**config.mk**
```make
export PLATFORM = sky130hd
export DESIGN_NAME = mux_display_counter
export DESIGN_NICKNAME = d
export VERILOG_FILES = /design/src/rtl/mux_display_pkg.sv /design/src/rtl/seg_scanner.sv /design/src/rtl/mux_display_counter.sv
export SDC_FILE = /design/constraint.sdc
export NUM_CORES = 1
export LEC_CHECK = 0
export ABC_AREA = 1
export BUFFER_PORTS_ARGS = -buffer_cell sky130_fd_sc_hd__buf_2
export CAP_MARGIN = 5
export CORE_MARGIN = 5
export CORE_UTILIZATION = 40
export CTS_CLUSTER_SIZE = 20
export DETAILED_ROUTE_END_ITERATION = 8
export MAX_ROUTING_LAYER = met4
export SLEW_MARGIN = 20
export SYNTH_ARGS = -nofsm -noshare
export SYNTH_HDL_FRONTEND = slang
export SYNTH_SLANG_ARGS = --single-unit
```
**constraint.sdc**
```tcl
create_clock -name clk50M -period 6.8 [get_ports clk50M]
set_clock_uncertainty 0.15 [all_clocks]
set_input_delay 0.68 -clock clk50M [delete_from_list [all_inputs] [get_ports clk50M]]
set_output_delay 0.68 -clock clk50M [all_outputs]
set_load 0.1 [all_outputs]
```
**src/rtl/mux_display_pkg.sv**
```systemverilog
// -----------------------------------------------------------------------------
// mux_display_pkg
// Shared types, constants and the seven-segment glyph decoder used by the
// multiplexed display counter and its digit scanner.
//   digit_t     : one 4-bit count nibble / display digit
//   SEG_BLANK   : active-low pattern with every segment off
//   BCD_MAX     : largest decimal digit value
//   hex_to_seg  : nibble -> active-low glyph, bit6 = g ... bit0 = a
// -----------------------------------------------------------------------------
package mux_display_pkg;

    typedef logic [3:0] digit_t;

    localparam logic [6:0] SEG_BLANK = 7'h7F;
    localparam digit_t     BCD_MAX   = 4'd9;

    function automatic logic [6:0] hex_to_seg(input digit_t d);
        logic [6:0] s;
        s = SEG_BLANK;
        case (d)
            4'h0: s = 7'h40;
            4'h1: s = 7'h79;
            4'h2: s = 7'h24;
            4'h3: s = 7'h30;
            4'h4: s = 7'h19;
            4'h5: s = 7'h12;
            4'h6: s = 7'h02;
            4'h7: s = 7'h78;
            4'h8: s = 7'h00;
            4'h9: s = 7'h10;
            4'hA: s = 7'h08;
            4'hB: s = 7'h03;
            4'hC: s = 7'h46;
            4'hD: s = 7'h21;
            4'hE: s = 7'h06;
            4'hF: s = 7'h0E;
        endcase
        return s;
    endfunction

endpackage

```
**src/rtl/seg_scanner.sv**
```systemverilog
// -----------------------------------------------------------------------------
// seg_scanner
// Time-multiplexes an N-digit value onto one active-low seven-segment display.
// A shadow copy of the count is taken only when the digit index wraps to 0, so
// a frame always shows one consistent value.
// Ports:
//   clk50M, rst : system clock, asynchronous active-high reset
//   scan        : one-cycle strobe advancing the digit index
//   count       : live counter value (4 bits per digit)
//   seg         : active-low segments, bit6 = g ... bit0 = a (registered)
//   cat         : active-low digit enables, one-hot-low (registered)
// -----------------------------------------------------------------------------
module seg_scanner
    import mux_display_pkg::*;
#(
    parameter int DIGITS   = 4,
    parameter int SCAN_DIV = 17
) (
    input  logic                clk50M,
    input  logic                rst,
    input  logic                scan,
    input  logic [4*DIGITS-1:0] count,
    output logic [6:0]          seg,
    output logic [DIGITS-1:0]   cat
);

    localparam int IDX_W = (DIGITS > 1) ? $clog2(DIGITS) : 1;
    localparam logic [IDX_W-1:0] LAST_IDX = IDX_W'(DIGITS - 1);

    // The strobe is produced by the top-level prescaler; this only guards the
    // period the scanner is built for.
    if (SCAN_DIV < 1) begin : g_bad_scan_div
        $error("seg_scanner: SCAN_DIV must be at least 1");
    end

    logic [IDX_W-1:0]         index;
    digit_t [DIGITS-1:0]      shadow;

    // NOTE: sequential state uses non-blocking assignments so every register
    // samples pre-edge values, independent of statement order.
    always_ff @(posedge clk50M or posedge rst) begin
        if (rst) begin
            index  <= '0;
            shadow <= '0;
            seg    <= SEG_BLANK;
            cat    <= '1;
        end else begin
            // Outputs follow the index one clock later.
            seg <= hex_to_seg(shadow[index]);
            cat <= ~(DIGITS'(1) << index);
            if (scan) begin
                if (index == LAST_IDX) begin
                    index  <= '0;
                    shadow <= count;
                end else begin
                    index <= index + IDX_W'(1);
                end
            end
        end
    end

endmodule

```
**src/rtl/mux_display_counter.sv**
```systemverilog
// -----------------------------------------------------------------------------
// mux_display_counter
// N-digit up/down counter with synchronous load, run/stop toggle button,
// one-cycle wrap strobe and built-in prescaler, driving a multiplexed
// active-low seven-segment display.
// Optional build macro: MUX_DISPLAY_BCD_EN -- each nibble counts 0-9 with
// ripple carry/borrow, and loaded nibbles above 9 are clamped to 9.
// Ports:
//   clk50M, rst  : system clock, asynchronous active-high reset
//   run_toggle   : asynchronous button level, each rising edge toggles running
//   dir          : 1 = count up, 0 = count down (sampled on each tick)
//   load         : synchronous load strobe, highest priority
//   load_val     : value loaded into count
//   count        : live counter value
//   running      : counter-enabled flag
//   wrap         : one-cycle pulse on roll-over / roll-under
//   seg, cat     : active-low segments and digit enables
// -----------------------------------------------------------------------------
module mux_display_counter
    import mux_display_pkg::*;
#(
    parameter int DIGITS   = 4,
    parameter int TICK_DIV = 22,
    parameter int SCAN_DIV = 17
) (
    input  logic                clk50M,
    input  logic                rst,
    input  logic                run_toggle,
    input  logic                dir,
    input  logic                load,
    input  logic [4*DIGITS-1:0] load_val,
    output logic [4*DIGITS-1:0] count,
    output logic                running,
    output logic                wrap,
    output logic [6:0]          seg,
    output logic [DIGITS-1:0]   cat
);

    localparam int W = 4 * DIGITS;

    if (DIGITS < 1 || DIGITS > 8) begin : g_bad_digits
        $error("mux_display_counter: DIGITS must be 1..8");
    end
    if (TICK_DIV <= SCAN_DIV) begin : g_bad_div
        $error("mux_display_counter: TICK_DIV must exceed SCAN_DIV");
    end

    // ---------------- prescaler ----------------
    logic [TICK_DIV-1:0] presc;
    logic                tick;
    logic                scan;

    always_ff @(posedge clk50M or posedge rst) begin
        if (rst) presc <= '0;
        else     presc <= presc + TICK_DIV'(1);
    end

    assign tick = &presc;
    assign scan = &presc[SCAN_DIV-1:0];

    // ---------------- run/stop button ----------------
    // Two flops resynchronise the raw level; the third holds the previous
    // synchronised value so a held button toggles only once.
    logic sync1, sync2, sync_prev;
    logic toggle_edge;

    always_ff @(posedge clk50M or posedge rst) begin
        if (rst) begin
            sync1     <= 1'b0;
            sync2     <= 1'b0;
            sync_prev <= 1'b0;
            running   <= 1'b0;
        end else begin
            sync1     <= run_toggle;
            sync2     <= sync1;
            sync_prev <= sync2;
            running   <= running ^ toggle_edge;
        end
    end

    assign toggle_edge = sync2 & ~sync_prev;

    // ---------------- next count value ----------------
    // step_carry is the carry (up) or borrow (down) out of the top digit,
    // which is exactly the wrap condition.
    logic [W-1:0] step_val;
    logic         step_carry;
    logic [W-1:0] load_eff;

    // NOTE: every variable is given a default first, so no path through the
    // block leaves it unassigned and no latch is inferred.
    always_comb begin
        step_val   = count;
        step_carry = 1'b0;
        load_eff   = load_val;
`ifdef MUX_DISPLAY_BCD_EN
        step_carry = 1'b1;
        for (int i = 0; i < DIGITS; i++) begin
            digit_t d;
            d = count[4*i +: 4];
            if (step_carry) begin
                if (dir) begin
                    if (d >= BCD_MAX) d = '0;
                    else begin
                        d          = d + 4'd1;
                        step_carry = 1'b0;
                    end
                end else begin
                    if (d == '0) d = BCD_MAX;
                    else begin
                        d          = d - 4'd1;
                        step_carry = 1'b0;
                    end
                end
            end
            step_val[4*i +: 4] = d;
            if (load_val[4*i +: 4] > BCD_MAX) load_eff[4*i +: 4] = BCD_MAX;
        end
`else
        if (dir) {step_carry, step_val} = {1'b0, count} + (W+1)'(1);
        else     {step_carry, step_val} = {1'b0, count} - (W+1)'(1);
`endif
    end

    // running is read before its own update this edge, so a tick coinciding
    // with a toggle edge uses the pre-toggle value.
    always_ff @(posedge clk50M or posedge rst) begin
        if (rst) begin
            count <= '0;
            wrap  <= 1'b0;
        end else if (load) begin
            count <= load_eff;
            wrap  <= 1'b0;
        end else if (tick && running) begin
            count <= step_val;
            wrap  <= step_carry;
        end else begin
            wrap  <= 1'b0;
        end
    end

    // ---------------- display ----------------
    seg_scanner #(
        .DIGITS   (DIGITS),
        .SCAN_DIV (SCAN_DIV)
    ) u_scanner (
        .clk50M (clk50M),
        .rst    (rst),
        .scan   (scan),
        .count  (count),
        .seg    (seg),
        .cat    (cat)
    );

endmodule

```
==> results_dict.tcl <==
set metrics [dict create \
    cts_resized 0 \
    worstPathRequired_ns 6.86 \
    htreeDepth 3 \
    drt_wl_total_um 9834 \
    synth_area_um2 4230 \
    seq_power_share_pct 44.9 \
    fp.dieW_um 112.8 \
    grt_max_degree 73 \
    grt_usage_pct 16.51 \
    clock_latency_ns 0.35 \
    clockBufferDepth 2 \
    io_pins 50 \
    io_buffers 49 \
    totalPowerFinal_uw 1038 \
    nets 651 \
    clock_sinks 72 \
    layout-drive-gt1-share_pct 15.62 \
    p_sw_uw 343.5 \
    r2r_cells 8 \
    finalCriticalPeriod_ns 2.239 \
    vias 3695 \
    ys_ff_latch 72 \
    power_density_nw_per_um2 215.7 \
    hold_path_class "reg -> reg" \
    drc 0 \
    cts_tree "yes" \
    numCtsBuffers 9 \
    rows 37 \
    max_freq_mhz 446.6 \
    synthArstFlopShare_pct 100.0 \
    tightest_slew_ns 0.8954 \
    multi_input_area_um2 2145 \
    power_frac_comb_pct 18.8 \
    finalSetupViolCount 0 \
    slew_viol_final 0 \
    post_cts_buffers 0 \
    rsz0062_at_grt "false" \
    ant_nets 0 \
    dr.pass1.iters 5 \
    grt_pass1_wl_um 16880 \
    antenna_cells 0 \
    period_share_pct 32.93 \
    yosys.area.top_type "dfrtp_1" \
    seqCellArea_um2 1815 \
    post_drt_wl_per_cell_um 12.99 \
    intPower_uw 694.9 \
    leakagePower_uw 0.002427 \
    cts-root-buf "clkbuf_8" \
    start_kind "flip-flop" \
    synthCells 568 \
    antenna_found_initial 0 \
    core_area_um2 10320 \
    cts-hold-fix-buffers 0 \
    holdPathStages 0 \
    start_util_pct 40.98 \
    synth_nets 603 \
    path_class "reg -> reg" \
    hold_viol 0 \
    dpl.hpwl_um 7288 \
    yosysWarningCount 0 \
    die-area_um2 12730 \
    status "completed" \
    switching_share_pct 33.08 \
    fillers 1072 \
    grt_pass1_vias 3541 \
    yosys.area.top_type_share_pct 36.08 \
    tns_ns 0 \
    synthTopCellsByArea "dfrtp_1 36%, nand2_1 18%, dfstp_2 6.8%" \
    synth.distinct_cells 32 \
    clkPwrFrac_pct 36.3 \
    area_growth_pct 13.81 \
    via_per_inst 4.881 \
    grt.overflow.total 0 \
    drt_iter0_drc 145 \
    worstPathArrival_ns 2.30 \
    syn_area_per_cell_um2 7.448 \
    clk_pin_slew_worst_paths_ns 0.08 \
    yosysSeqAreaShare_pct 42.92 \
    slew_headroom_pct 40.31 \
    ys.flop_type "dfrtp_1" \
    critPathCaptureType "flip-flop" \
    die_h_um 112.8 \
    critPathMaxFanout 32 \
    peakVddDrop_uv 90.27 \
    gpl.final_weighted_congestion 0.8893 \
    synth_edf_count 0 \
    cap_violations 0 \
]
==> sequential cells by signal (all words and copies together) (netlist names) <==
signal            flops
u_scanner.shadow     16
presc                22
wrap                  1
count                16
u_scanner.index       2
sync_prev             1
u_scanner.cat         4
u_scanner.seg         7
sync1                 1
running               1
sync2                 1
==> area by class of cell <==
cell class                      count  area share (%)
Inverter                           56           4.366
Tap cell                          136           3.534
Sequential cell                    72           37.71
Timing Repair Buffer               50           5.249
Multi-Input combinational cell    427           44.54
Clock buffer                       11           2.937
Clock inverter                      5           1.663
==> critical path, stage by stage, from the launching register on <==
cell and delay, ns:
dfrtp_1 0.39, ha_1 0.25, nand2_1 0.07, nor2_1 0.13, nand2_1 0.10, nor2_1 0.22
nand3_2 0.51, nand2_1 0.22, o21ai_1 0.08
==> cell usage after synthesis (all sizes together) (4+ instances only) <==
| library cell | number |
|---|---|
| nand2 | 208 |
| nor2 | 65 |
| dfrtp | 61 |
| inv | 56 |
| nand3 | 49 |
| o21ai | 29 |
| ha | 14 |
| xor2 | 14 |
| dfstp | 11 |
| nand4 | 11 |
| xnor2 | 10 |
| buf | 8 |
| a21oi | 6 |
| nor3 | 6 |
| clkbuf | 5 |
| o21bai | 4 |
==> final timing paths <==
kind	from	to	slack [ns]
max reg2reg	presc[0]$_DFF_PP0_	u_scanner.shadow[10]$_DFFE_PP0P_	4.56
min in group asynchronous	rst	presc[10]$_DFF_PP0_	0.47
max in group asynchronous	rst	count[1]$_DFFE_PP0P_	5.46
max	presc[0]$_DFF_PP0_	u_scanner.shadow[10]$_DFFE_PP0P_	4.56
min reg2reg	sync1$_DFF_PP0_	sync2$_DFF_PP0_	0.20
min	sync1$_DFF_PP0_	sync2$_DFF_PP0_	0.20
==> layer usage <==
metal  global-route usage [%]  part of all wire, %  routed length, µm  vias up
met4                    4.487                  1.5                149        0
li1                         -                    -                  -     1892
met5                        -                    0                  0        -
met2                    25.55                   45               4466      107
met3                    3.904                  5.3                519       14
met1                    21.80                   48               4698     1682
==> cell families after synthesis <==
family	count (synthesis)	share of synthesized area (%)
fa+ha+maj	14	4.141
buf+inv	69	6.507
compound gates	44	5.738
xor+xnor	24	4.969
simple gates	345	35.73
flops	72	42.92
==> power groups by stage <==
| stage | Combinational, µW | Sequential, µW | Clock (µW) |
|---|---|---|---|
| 2_1_floorplan | 73.0 | 553 | 0 |
| 3_3_place_gp | 195 | 474 | 0 |
| 3_5_place_dp | 196 | 474 | 0 |
| 4_1_cts | 197 | 466 | 390 |
| 5_1_grt | 211 | 469 | 411 |
| 6_report | 196 | 466 | 377 |
==> through the flow <==
step	cells	instance area, µm²	utilization [%]	hold WS (ns)	worst slack (ns)
3_5_place_dp	741	4588	44.44	0.1862	4.219
4_1_cts	757	4810	46.59	0.2050	4.191
6_report	757	4815	46.64	0.2025	4.561
3_3_place_gp	741	4588	44.44	0.1841	4.417
2_1_floorplan	568	4230	-	0.1812	4.163
5_1_grt	757	4815	46.64	0.2368	4.292
==> cells in the final DEF, fill, tap and decap left out <==
cell	instances
o21bai_1	4
nand4_1	11
a21oi_1	6
nand2_1	203
and2_1	1
ha_1	14
clkinvlp_4	2
nand3_4	2
clkinv_2	1
xnor2_1	10
buf_2	49
xor2_1	14
nand3_1	43
nor2_4	2
nor2_1	62
dfrtp_1	61
nand3b_1	3
o21a_1	1
o31ai_1	1
nor4_2	1
buf_4	1
dfstp_2	11
nor3_4	1
bufinv_16	2
clkbuf_8	10
o21ai_1	19
nor2_8	1
o21ai_0	10
nand2_2	5
nor3_1	5
o211ai_1	3
inv_2	5
inv_1	51
nor4_1	1
clkbuf_1	1
nand3_2	4
No activity file was read; power rests on OpenSTA's default activity.
